**config.mk**
```make
export PLATFORM = sky130hd
export DESIGN_NAME = conv_loop_controller
export DESIGN_NICKNAME = d
export VERILOG_FILES = /design/src/rtl/conv_loop_controller.sv
export SDC_FILE = /design/constraint.sdc
export NUM_CORES = 1
export LEC_CHECK = 0
export BUFFER_PORTS_ARGS = -buffer_cell sky130_fd_sc_hd__buf_2
export CORE_ASPECT_RATIO = 0.6
export CORE_MARGIN = 2
export CORE_UTILIZATION = 55
export CTS_BUF_LIST = sky130_fd_sc_hd__clkbuf_8
export DETAILED_ROUTE_END_ITERATION = 8
export PLACE_DENSITY = 0.79
export SETUP_SLACK_MARGIN = 0.02
export SLEW_MARGIN = 15
export SYNTH_ARGS = -nofsm -noshare
export SYNTH_HDL_FRONTEND = slang
export SYNTH_SLANG_ARGS = --single-unit
```
**constraint.sdc**
```tcl
create_clock -name clk -period 2.8 [get_ports clk]
set_input_delay 0.56 -clock clk [delete_from_list [all_inputs] [get_ports clk]]
set_output_delay 0.56 -clock clk [all_outputs]
set_load 0.01 [all_outputs]
```
**src/rtl/conv_loop_controller.sv**
```systemverilog
`timescale 1ns/1ps
// conv_loop_controller: walks the six convolution loops (y, x, ch_out, ch_in, ky, kx) for one layer per start.
// Latency: first step offered the cycle after start; output_valid follows its last MAC handshake by one cycle.
// Backpressure: step_valid/step_ready handshake; all indices hold while step_ready is low.
module conv_loop_controller #(
   parameter int FEATURE_MAP_WIDTH  = 128,
   parameter int FEATURE_MAP_HEIGHT = 128,
   parameter int INPUT_NB_CHANNELS  = 2,
   parameter int OUTPUT_NB_CHANNELS = 16,
   parameter int KERNEL_SIZE        = 3,
   parameter int MAX_STRIDE         = 4,
   localparam int SW  = $clog2(MAX_STRIDE + 1),
   localparam int XW  = (FEATURE_MAP_WIDTH  > 1) ? $clog2(FEATURE_MAP_WIDTH)  : 1,
   localparam int YW  = (FEATURE_MAP_HEIGHT > 1) ? $clog2(FEATURE_MAP_HEIGHT) : 1,
   localparam int CIW = (INPUT_NB_CHANNELS  > 1) ? $clog2(INPUT_NB_CHANNELS)  : 1,
   localparam int COW = (OUTPUT_NB_CHANNELS > 1) ? $clog2(OUTPUT_NB_CHANNELS) : 1,
   localparam int KW  = (KERNEL_SIZE        > 1) ? $clog2(KERNEL_SIZE)        : 1
) (
   input  logic           clk,
   input  logic           arst_n_in,
   input  logic           start,
   input  logic [SW-1:0]  conv_stride,
   output logic           running,
   output logic           step_valid,
   input  logic           step_ready,
   output logic [XW-1:0]  x,
   output logic [YW-1:0]  y,
   output logic [CIW-1:0] ch_in,
   output logic [COW-1:0] ch_out,
   output logic [KW-1:0]  kx,
   output logic [KW-1:0]  ky,
   output logic           last_acc,
   output logic           output_valid,
   output logic [XW-1:0]  output_x,
   output logic [YW-1:0]  output_y,
   output logic [COW-1:0] output_ch,
   output logic           done
);

   typedef enum logic [1:0] {
      S_IDLE = 2'd0,
      S_RUN  = 2'd1,
      S_DONE = 2'd2
   } state_t;

   localparam logic [31:0]    FMW_U  = FEATURE_MAP_WIDTH;
   localparam logic [31:0]    FMH_U  = FEATURE_MAP_HEIGHT;
   localparam logic [31:0]    MS_U   = MAX_STRIDE;
   localparam logic [KW-1:0]  K_MAX  = KW'(KERNEL_SIZE - 1);
   localparam logic [CIW-1:0] CI_MAX = CIW'(INPUT_NB_CHANNELS - 1);
   localparam logic [COW-1:0] CO_MAX = COW'(OUTPUT_NB_CHANNELS - 1);

   state_t         r_state;
   state_t         w_state_nxt;
   logic [SW-1:0]  r_stride;
   logic [XW-1:0]  r_x;
   logic [YW-1:0]  r_y;
   // ox/oy count output pixels alongside x/y so x/s and y/s never need a divider
   logic [XW-1:0]  r_ox;
   logic [YW-1:0]  r_oy;
   logic [CIW-1:0] r_ci;
   logic [COW-1:0] r_co;
   logic [KW-1:0]  r_kx;
   logic [KW-1:0]  r_ky;
   logic           r_running;
   logic           r_out_vld;
   logic [XW-1:0]  r_out_x;
   logic [YW-1:0]  r_out_y;
   logic [COW-1:0] r_out_ch;

   logic           w_accept;
   logic           w_hs;
   logic [SW-1:0]  w_stride_eff;
   logic [31:0]    w_x_sum;
   logic [31:0]    w_y_sum;
   logic           w_kx_wrap;
   logic           w_ky_wrap;
   logic           w_ci_wrap;
   logic           w_co_wrap;
   logic           w_x_wrap;
   logic           w_y_wrap;
   logic           w_ky_adv;
   logic           w_ci_adv;
   logic           w_co_adv;
   logic           w_x_adv;
   logic           w_y_adv;
   logic           w_last_acc;
   logic           w_final;

   assign w_accept = (r_state == S_IDLE) && start;
   assign w_hs     = (r_state == S_RUN) && step_ready;

   // Out-of-range strides (0 or above MAX_STRIDE) fall back to unit stride
   always_comb begin
      w_stride_eff = SW'(1);
      if ((conv_stride != '0) && (32'(conv_stride) <= MS_U)) begin
         w_stride_eff = conv_stride;
      end
   end

   // Wrap detection: spatial coordinates wrap when the next strided value leaves the map
   always_comb begin
      w_x_sum   = 32'(r_x) + 32'(r_stride);
      w_y_sum   = 32'(r_y) + 32'(r_stride);
      w_x_wrap  = (w_x_sum >= FMW_U);
      w_y_wrap  = (w_y_sum >= FMH_U);
      w_kx_wrap = (r_kx == K_MAX);
      w_ky_wrap = (r_ky == K_MAX);
      w_ci_wrap = (r_ci == CI_MAX);
      w_co_wrap = (r_co == CO_MAX);
   end

   assign w_ky_adv   = w_hs & w_kx_wrap;
   assign w_ci_adv   = w_ky_adv & w_ky_wrap;
   assign w_co_adv   = w_ci_adv & w_ci_wrap;
   assign w_x_adv    = w_co_adv & w_co_wrap;
   assign w_y_adv    = w_x_adv & w_x_wrap;
   assign w_last_acc = w_ci_wrap & w_ky_wrap & w_kx_wrap;
   assign w_final    = w_last_acc & w_co_wrap & w_x_wrap & w_y_wrap;

   // State register
   always_ff @(posedge clk or negedge arst_n_in) begin
      if (!arst_n_in) begin
         r_state <= S_IDLE;
      end else begin
         r_state <= w_state_nxt;
      end
   end

   // Next-state logic; start is only looked at in IDLE
   always_comb begin
      w_state_nxt = r_state;
      case (r_state)
         S_IDLE:  if (start) w_state_nxt = S_RUN;
         S_RUN:   if (w_hs && w_final) w_state_nxt = S_DONE;
         S_DONE:  w_state_nxt = S_IDLE;
         default: w_state_nxt = S_IDLE;
      endcase
   end

   // Loop counters: a counter moves only when every inner counter wraps in the same handshake
   always_ff @(posedge clk or negedge arst_n_in) begin
      if (!arst_n_in) begin
         r_stride <= '0;
         r_kx     <= '0;
         r_ky     <= '0;
         r_ci     <= '0;
         r_co     <= '0;
         r_x      <= '0;
         r_y      <= '0;
         r_ox     <= '0;
         r_oy     <= '0;
      end else if (w_accept) begin
         r_stride <= w_stride_eff;
         r_kx     <= '0;
         r_ky     <= '0;
         r_ci     <= '0;
         r_co     <= '0;
         r_x      <= '0;
         r_y      <= '0;
         r_ox     <= '0;
         r_oy     <= '0;
      end else begin
         if (w_hs) begin
            r_kx <= w_kx_wrap ? '0 : r_kx + 1'b1;
         end
         if (w_ky_adv) begin
            r_ky <= w_ky_wrap ? '0 : r_ky + 1'b1;
         end
         if (w_ci_adv) begin
            r_ci <= w_ci_wrap ? '0 : r_ci + 1'b1;
         end
         if (w_co_adv) begin
            r_co <= w_co_wrap ? '0 : r_co + 1'b1;
         end
         if (w_x_adv) begin
            r_x  <= w_x_wrap ? '0 : w_x_sum[XW-1:0];
            r_ox <= w_x_wrap ? '0 : r_ox + 1'b1;
         end
         if (w_y_adv) begin
            r_y  <= w_y_wrap ? '0 : w_y_sum[YW-1:0];
            r_oy <= w_y_wrap ? '0 : r_oy + 1'b1;
         end
      end
   end

   // running tracks the layer from the cycle after acceptance until the cycle after done
   always_ff @(posedge clk or negedge arst_n_in) begin
      if (!arst_n_in) begin
         r_running <= 1'b0;
      end else if (w_accept) begin
         r_running <= 1'b1;
      end else if (r_state == S_DONE) begin
         r_running <= 1'b0;
      end
   end

   // Completed-pixel report, one cycle after the last MAC of that pixel is accepted
   always_ff @(posedge clk or negedge arst_n_in) begin
      if (!arst_n_in) begin
         r_out_vld <= 1'b0;
         r_out_x   <= '0;
         r_out_y   <= '0;
         r_out_ch  <= '0;
      end else begin
         r_out_vld <= w_hs & w_last_acc;
         if (w_hs && w_last_acc) begin
            r_out_x  <= r_ox;
            r_out_y  <= r_oy;
            r_out_ch <= r_co;
         end
      end
   end

   assign running      = r_running;
   assign step_valid   = (r_state == S_RUN);
   assign last_acc     = (r_state == S_RUN) && w_last_acc;
   assign done         = (r_state == S_DONE);
   assign x            = r_x;
   assign y            = r_y;
   assign ch_in        = r_ci;
   assign ch_out       = r_co;
   assign kx           = r_kx;
   assign ky           = r_ky;
   assign output_valid = r_out_vld;
   assign output_x     = r_out_x;
   assign output_y     = r_out_y;
   assign output_ch    = r_out_ch;

endmodule
```
==> metrics.txt, run 1 <==
status=completed; first-pass GRT wire length=10900 um; clock skew=0.00447 ns; CP cell instances=ha_1 -> and3_1 -> and3_2 -> nand2_2 -> or3_1 -> o31ai_2; WP data arrival=2.40 ns; Pre-Repair DR Iteration Count=4; cells after synthesis=277; post-synth top area share=0.519; register area share after synthesis=0.519; Top FF cell, synth=dfrtp_1; EDFF count, synth=0; HPWL Detailed=4830 um; Initial Utilization=0.580; Sw Ratio=0.259; TritonCTS clock tree=done; syn_area_per_cell=10.8 um2; Min Clock Period, post-route=2.15 ns; initial antenna violation count=0; worst setup path category=reg -> reg; slowest CP cell=or3_1; internal power=1.38 mW; vias in the first global route=2259; IO Port Bufs=52; Filler cells=395; post-cts gate resize count=0; Pwr Total=1.86 mW; Die X=99.2 um; Num CTS Buffers=9; Residual DRC=0; Final Setup Violations=0; RD Place Congestion=0.807; full die area=6060 um2; clk buf depth=2; Sw Pwr=482 uW; postcts setup bufs=0; vias per cell=5.77; crit-path max cell delay=0.48 ns; RSZ-0062 raised after global routing=false; Mapped Area=2990 um2; Worst-path clk slew=0.06 ns; DR iter-0 viols=121; Tot GR Track Use=0.237; Comb pwr share=0.098; area grow syn2layout=17.0%; M2 GR Usage=0.349; Leakage=1.82 nW; clock share of power=0.363; Slew HR=0.581; Setup WS pre-CTS=0.665 ns; Rows=20; Root Driver=clkbuf_8; Hold Buf Count CTS=0; final worst slack=0.645 ns; H-tree Lvls=3; Worst-Margin Slew=0.629 ns; register area=1550 um2; FF+latch count, synth=62; Routed Antenna Nets=0; Min Hold Slack=0.178 ns; post-synth top area cell=dfrtp_1; Final Hold Fails=0; Post-synth ARST share=1.00; die height=61.1 um; PD cells=532 nW/um2; WL final=6630 um; TNS Setup=0 ns; worst hold path class=in -> async; Synthesized Nets=296; synth warn=0; total of max-cap violations=0; Distinct cells, synth=44; period utilisation layout=0.770; CP required=3.05 ns; routed vias=2344; Crit. End Element=flop; Core ar.=5150 um2; Nets=355; met1 Use GR=0.341; GRT busiest layer=met2; largest net degree at the start of global routing=23; Slew Viols, Final=0; grt ovf=0; Peak Freq=0.464 GHz; peak supply drop=424 uV; Routed WL per cell=16.3 um; Worst Path Max Fanout=12; Ports=53; area of the multi-input gates=1350 um2; fraction of layout cells with a size suffix above 1=0.274; startpoint types=flop; met3 Use GR=0.0806; CTS sink cnt=62; synth top area cells=dfrtp_1 (52%), mux2_2 (5.3%), ha_1 (4.2%), nand2_1 (3.0%), o21ai_0 (2.5%); Reg power frac=0.539; number of diodes=0; worst-skew pair later-pin latency=0.34 ns
-- flip-flops by register name, indices dropped and copies added, names as in the netlist --
signal,count
output_x,7
output_y,7
r_ox,7
r_oy,7
x,7
y,7
ch_out,4
output_ch,4
r_stride,3
kx,2
ky,2
r_state,2
ch_in,1
output_valid,1
running,1
-- synth_stat cells, types with 2 or more instances --
master,n
buf_2,8
o21ai_0,15
o211ai_1,2
or4_1,2
o31ai_2,3
nand2_1,24
dfrtp_1,62
a22o_1,5
nor2b_1,5
fa_1,2
xor2_1,5
and3_1,3
a21oi_2,2
o21ai_1,7
o41ai_1,2
ha_1,10
xnor2_1,5
nand3_1,12
nor3_1,7
nor2_1,16
a21o_1,2
a21oi_1,14
and2_1,3
inv_1,6
mux2_2,14
mux2_1,3
nand2b_1,5
nor3b_1,5
clkbuf_1,3
and4b_1,2
or3_1,7
nand4_1,4
-- stage by stage --
stage                      util  instances  cell area, um2
after floorplan               -        277            2990
after global placement    0.646        391            3330
after detailed placement  0.646        391            3330
after CTS                 0.678        406            3500
after global routing      0.678        406            3500
final                     0.678        406            3500
-- layout make-up --
| class | instances | area share |
|---|---|---|
| clock buffers | 11 | 0.0433 |
| clock inverters | 4 | 0.00465 |
| inverters | 6 | 0.00644 |
| multi-input cells | 197 | 0.387 |
| flip-flops and latches | 62 | 0.444 |
| well taps | 66 | 0.0236 |
| repair buffers | 60 | 0.0916 |
-- worst paths after layout --
path | slack [ns] | start | depth (start not counted) | to
setup reg to reg | 0.65 | ch_out[1] | 6 | y[4]
max in group asynchronous | 1.96 | arst_n_in | 2 | r_stride[1]
hold / removal | 0.18 | arst_n_in | 1 | output_ch[2]
hold reg to reg | 0.49 | output_ch[1] | 1 | output_ch[1]
setup / recovery | 0.65 | ch_out[1] | 6 | y[4]
min in group clk | 0.49 | output_ch[1] | 1 | output_ch[1]
-- layout by cell type, fill, tap and decap left out, types with 4 or more instances in the layout --
cell,instances
nand2_1,24
nand2b_1,5
o21ai_0,15
nor2b_1,5
nor3_1,7
xor2_1,5
a21oi_1,14
xnor2_1,5
or3_1,7
nand4_1,4
inv_1,9
nand3_1,12
mux2_2,14
nor2_1,16
dfrtp_1,62
o21ai_1,7
a22o_1,5
clkbuf_8,11
buf_2,52
buf_4,8
nor3b_1,5
ha_1,10
-- worst max-delay path, delay by kind of cell, from the launching register on --
kind / cells / cell delay [ns]
simple gates: 4 / 1.11
flops: 1 / 0.44
compound gates: 1 / 0.26
fa+ha+maj: 1 / 0.24
-- metal layers --
metal,vias up,wire [um],part of all wire
met1,1150,3250,0.49
li1,1111,-,-
met2,73,2900,0.44
met3,10,390,0.059
met4,0,102,0.015
met5,-,0,0
-- cell families after synthesis --
| kind of cell | share of synthesized area |
|---|---|
| AND/OR/NAND/NOR | 0.180 |
| flip-flops | 0.519 |
| AO/OA/AOI/OAI | 0.120 |
| buffers and inverters | 0.0285 |
| multiplexers | 0.0674 |
| adder cells (fa/ha/maj) | 0.0553 |
| XOR/XNOR | 0.0293 |
-- power by group through the flow --
stage	logic, mW	registers [mW]	clock network [mW]
final	0.182	1.00	0.674
after global routing	0.200	1.01	0.725
after CTS	0.185	0.999	0.688
after detailed placement	0.184	1.02	0
after global placement	0.178	1.01	0
after floorplan	0.0763	1.03	0
(Power assumes the default switching activity.)
==> inputs of run 2 (changes only) <==
==> constraint.sdc (replaced) <==
create_clock -name clk -period 2.1 [get_ports clk]
set_input_delay 0.42 -clock clk [delete_from_list [all_inputs] [get_ports clk]]
set_output_delay 0.42 -clock clk [all_outputs]
set_load 0.01 [all_outputs]
==> run 2 against run 1 <==
Clock-buffer cell count shrank 1. Final area grew 4.2%. Clock power grew 71%. Maximum frequency grew 7.1%. Utilization grew 2.9 points. Critical path depth shrank 1. Largest power group unchanged.
==> metrics.txt, run 2 (synthesis results as in run 1) <==
area grow syn2layout=21.9%; clk buf depth=2; clock skew=0.00729 ns; worst setup path category=reg -> reg; commonest cells after routing, fill and taps aside=dfrtp_1 (61), buf_2 (52), nand2_1 (24); final core utilization=0.707; largest net degree at the start of global routing=63; Hold Buf Count CTS=0; Rows=20; grt ovf=0; worst hold path class=in -> async; most common cell after layout, fill and taps aside=dfrtp_1; Root Driver=clkbuf_8; Worst R2R End=r_oy[5]; slowest CP cell=or3_4; vias in the first global route=2318; finished layout cell area=3640 um2; Routed Antenna Nets=0; status=completed; first-pass GRT wire length=11500 um; Routed WL per cell=16.6 um; CP required=2.36 ns; Worst Path Max Fanout=7; Reg power frac=0.484; Slew Viols, Final=0; FF-to-FF setup slack=0.09 ns; CP cell instances=ha_1 -> a21oi_1 -> a21oi_4 -> or3_4 -> o31ai_2; routed vias=2349; IO Port Bufs=52; Final Setup Violations=0; Filler cells=405; total of max-cap violations=0; H-tree Lvls=3; Crit. End Element=flop; crit-path max cell delay=0.44 ns; Area after DPL=3400 um2; fraction of layout cells with a size suffix above 1=0.303; postcts setup bufs=0; Tot GR Track Use=0.252; Peak Freq=0.497 GHz; Leakage=1.89 nW; Initial Utilization=0.580; TritonCTS clock tree=done; Comb pwr share=0.096; number of diodes=0; period utilisation layout=0.958; Core ar.=5150 um2; clock share of power=0.420; startpoint types=flop; Worst-path clk slew=0.07 ns; post-cts gate resize count=1; internal power=2.06 mW; WL final=6840 um; Worst-Margin Slew=0.339 ns; DR iter-0 viols=193; worst r2r src=y[2]; TNS Setup=0 ns; Num CTS Buffers=9; Residual DRC=0; Sw Pwr=672 uW; initial antenna violation count=0; Sw Ratio=0.246; HPWL Detailed=4860 um; full die area=6060 um2; WP data arrival=2.27 ns; peak supply drop=440 uV; worst-skew pair later-pin latency=0.35 ns; Ports=53; Slew HR=0.774; die height=61.1 um; R2R depth=5; Pwr Total=2.74 mW; vias per cell=5.69; Min Clock Period, post-route=2.01 ns; Die X=99.2 um; Min Hold Slack=0.0737 ns; RSZ-0062 raised after global routing=true; PD cells=751 nW/um2; Final Hold Fails=0; Pre-Repair DR Iteration Count=4; RD Place Congestion=0.821; CTS sink cnt=62; Nets=361
run 2: cell types whose count changed in the layout (fill, tap and decap cells not counted), moves of 2 or more:
cell,delta
a21oi_4,+2
buf_12,+2
buf_4,+4
bufinv_16,+2
run 2: critical path: cells and delay by family, from the launching register on:
kind	cells	cell delay [ns]
adders and majority gates	1	0.37
AOI/OAI and AO/OA	3	0.70
DFF	1	0.41
and+or+nand+nor	1	0.44
run 2: power by group through the flow:
stage          logic [mW]  registers (mW)  clock network [mW]
2_1_floorplan       0.102            1.37                   0
3_3_place_gp        0.259            1.34                   0
3_5_place_dp        0.265            1.35                   0
4_1_cts             0.267            1.32                1.16
5_1_grt             0.291            1.34                1.20
6_report            0.263            1.33                1.15
run 2: worst max path at each step:
| stage | start | to | slack, ns | cells past startpoint |
|---|---|---|---|---|
| after floorplan | x[2] | y[4] | 0.18 | 7 |
| after global placement | y[2] | r_oy[5] | 0.13 | 5 |
| after detailed placement | y[2] | r_oy[6] | 0.07 | 5 |
| after CTS | x[2] | r_oy[6] | 0.05 | 6 |
| after global routing | y[2] | r_oy[5] | -0.02 | 5 |
| final | y[2] | r_oy[5] | 0.09 | 5 |
run 2: area by class of cell:
type / count / area [um2] / area share
well taps: 66 / 82.6 / 0.0227
inverters: 6 / 22.5 / 0.00618
clock inverters: 6 / 77.6 / 0.0213
repair buffers: 66 / 390 / 0.107
multi-input cells: 197 / 1380 / 0.379
clock buffers: 10 / 138 / 0.0378
flip-flops and latches: 62 / 1550 / 0.426
run 2: stage by stage:
stage	setup slack, ns	std cells
3_5_place_dp	0.0746	397
5_1_grt	-0.0155	413
4_1_cts	0.0540	413
2_1_floorplan	0.179	277
6_report	0.0876	413
3_3_place_gp	0.126	397
run 2: routing by layer:
metal	global-route usage	wire [um]	vias up
met5	0	0	-
met4	0.106	108	0
met3	0.0658	364	12
met2	0.384	2980	74
met1	0.351	3380	1137
li1	-	-	1126
==> inputs of run 3 (changes only) <==
--- a/config.mk
+++ b/config.mk
@@ -5,13 +5,14 @@
 export SDC_FILE = /design/constraint.sdc
 export NUM_CORES = 1
 export LEC_CHECK = 0
+export ABC_AREA = 1
 export BUFFER_PORTS_ARGS = -buffer_cell sky130_fd_sc_hd__buf_2
 export CORE_ASPECT_RATIO = 0.6
 export CORE_MARGIN = 2
 export CORE_UTILIZATION = 55
 export CTS_BUF_LIST = sky130_fd_sc_hd__clkbuf_8
 export DETAILED_ROUTE_END_ITERATION = 8
-export PLACE_DENSITY = 0.79
+export PLACE_DENSITY = 0.78
 export SETUP_SLACK_MARGIN = 0.02
 export SLEW_MARGIN = 15
 export SYNTH_ARGS = -nofsm -noshare
==> constraint.sdc (replaced) <==
create_clock -name clk -period 2.19 [get_ports clk]
set_input_delay 0.438 -clock clk [delete_from_list [all_inputs] [get_ports clk]]
set_output_delay 0.438 -clock clk [all_outputs]
set_load 0.01 [all_outputs]
==> run 3 against run 2 <==
Critical path depth increased by 3. Hold slack got worse by 0.022 ns. Non-clock buffer count decreased by 8. Largest cell class unchanged. Largest power group unchanged.
==> metrics.txt, run 3 <==
Placed Cells=554; Die X=104 um; worst setup path category=reg -> reg; Final Hold Fails=0; Routed Antenna Nets=0; WP data arrival=2.23 ns; peak supply drop=432 uV; full die area=6710 um2; Root Driver=clkbuf_8; Rows=21; Synthesized Nets=446; Slew HR=0.671; Nets=504; area grow syn2layout=16.5%; routed vias=2949; synth top area cells=dfrtp_1 (47%), nand2_1 (18%), nand3_1 (5.9%), inv_1 (5.0%), o21ai_0 (4.1%); FF+latch count, synth=62; CP required=2.47 ns; M1 wire length=3700 um; DR iter-0 viols=193; vias per cell=5.17; grt ovf=0; Filler cells=494; synth warn=0; most common cell after layout, fill and taps aside=nand2_1; Pre-Repair DR Iteration Count=6; Post-synth ARST share=1.00; Worst Path Max Fanout=3; Final Setup Violations=0; cells after synthesis=427; Worst-path clk slew=0.07 ns; H-tree Lvls=3; final std cells w/o fill=570; commonest cells in the netlist=nand2_1 (161), dfrtp_1 (62), inv_1 (44); Leakage=2.17 nW; Mapped Area=3330 um2; Distinct cells, synth=29; clk buf depth=2; status=completed; Min Hold Slack=0.0515 ns; HPWL Detailed=5570 um; initial antenna violation count=0; Residual DRC=0; Slew Viols, Final=0; post-synth top area cell=dfrtp_1; startpoint types=flop; register area=1550 um2; area of the multi-input gates=1530 um2; EDFF count, synth=0; Worst-Margin Slew=0.494 ns; Tot GR Track Use=0.248; first-pass GRT wire length=12900 um; register area share after synthesis=0.466; Num CTS Buffers=9; CTS sink cnt=62; vias in the first global route=2723; RD Place Congestion=0.928; total of max-cap violations=0; fraction of layout cells with a size suffix above 1=0.182; Min Clock Period, post-route=1.95 ns; FF-to-FF setup slack=0.24 ns; WL final=7490 um; TNS Setup=0 ns; Peak Freq=0.513 GHz; number of diodes=0; PD cells=737 nW/um2; Area after DPL=3660 um2; worst-skew pair later-pin latency=0.34 ns; post-synth top area share=0.466; Hold Buf Count CTS=0; IO Port Bufs=52; Crit. End Element=flop; die height=64.3 um; most frequent cell after synthesis=nand2_1; largest net degree at the start of global routing=32; postcts setup bufs=0; met3 routed wirelength=525 um; post-cts gate resize count=0; worst hold path class=in -> async; commonest cells after routing, fill and taps aside=nand2_1 (161), dfrtp_1 (62), buf_2 (52); RSZ-0062 raised after global routing=false; Routed WL per cell=13.1 um; TritonCTS clock tree=done; Top FF cell, synth=dfrtp_1; Ports=53; syn_area_per_cell=7.79 um2; Initial Utilization=0.584; finished layout cell area=3880 um2; Core ar.=5700 um2; clock skew=0.00582 ns; wire length on met2=3170 um; highest metal used=met4; period utilisation layout=0.889
==> run 3: changes by cell type in the layout (fill, tap and decap cells not counted), moves of 6 or more <==
cell,change
buf_4,-6
a21oi_1,-11
o21ai_0,+12
or3_1,-6
nor2_1,+12
nand3_1,+27
inv_1,+38
nand2_1,+137
mux2_2,-14
o21ai_1,-7
==> run 3: path summary, 6_finish.rpt <==
| path | startpoint | endpoint | cells after the start |
|---|---|---|---|
| hold reg to reg | output_x[6] | output_x[6] | 2 |
| setup reg to reg | r_stride[0] | x[4] | 8 |
| max in group asynchronous | arst_n_in | x[5] | 2 |
| min in group clk | conv_stride[1] | r_stride[1] | 3 |
| setup / recovery | r_stride[0] | x[4] | 8 |
| hold / removal | arst_n_in | output_ch[3] | 1 |
==> run 3: kinds of logic after synthesis <==
kind of cell | Yosys count | synth area share
simple gates | 254 | 0.336
flops | 62 | 0.466
buf+inv | 58 | 0.0741
compound gates | 33 | 0.0534
fa+ha+maj | 12 | 0.0496
xor+xnor | 8 | 0.0211
==> run 3: per-layer routing <==
layer / vias to the layer above / track usage
met5: - / 0
met4: 0 / 0.0743
met3: 8 / 0.0816
met2: 90 / 0.360
met1: 1385 / 0.354
li1: 1466 / -
==> run 3: stage by stage <==
step	worst slack, ns	total power [mW]	util
final	0.242	2.86	0.680
after global routing	0.0875	3.00	0.680
after CTS	0.260	2.88	0.680
after detailed placement	0.277	1.79	0.643
after global placement	0.359	1.76	0.643
after floorplan	0.499	1.61	-
==> run 3: where the power goes <==
group	switching, mW	internal, mW	total, mW
Clock	0.430	0.659	1.09
Combinational	0.271	0.162	0.433
Sequential	0.0999	1.24	1.34
==> run 3: final cells by class <==
class / count / area share
clock inverters: 6 / 0.0200
multi-input cells: 307 / 0.395
well taps: 80 / 0.0258
flip-flops and latches: 62 / 0.400
clock buffers: 10 / 0.0355
inverters: 47 / 0.0455
repair buffers: 58 / 0.0787
==> run 3: worst max-delay path: stages (launching register included) <==
cell	delay [ns]
dfrtp_1	0.38
ha_1	0.19
inv_1	0.08
fa_1	0.44
o21ai_0	0.41
nand2_1	0.09
nand2_1	0.09
nand4_1	0.13
nand2_1	0.08
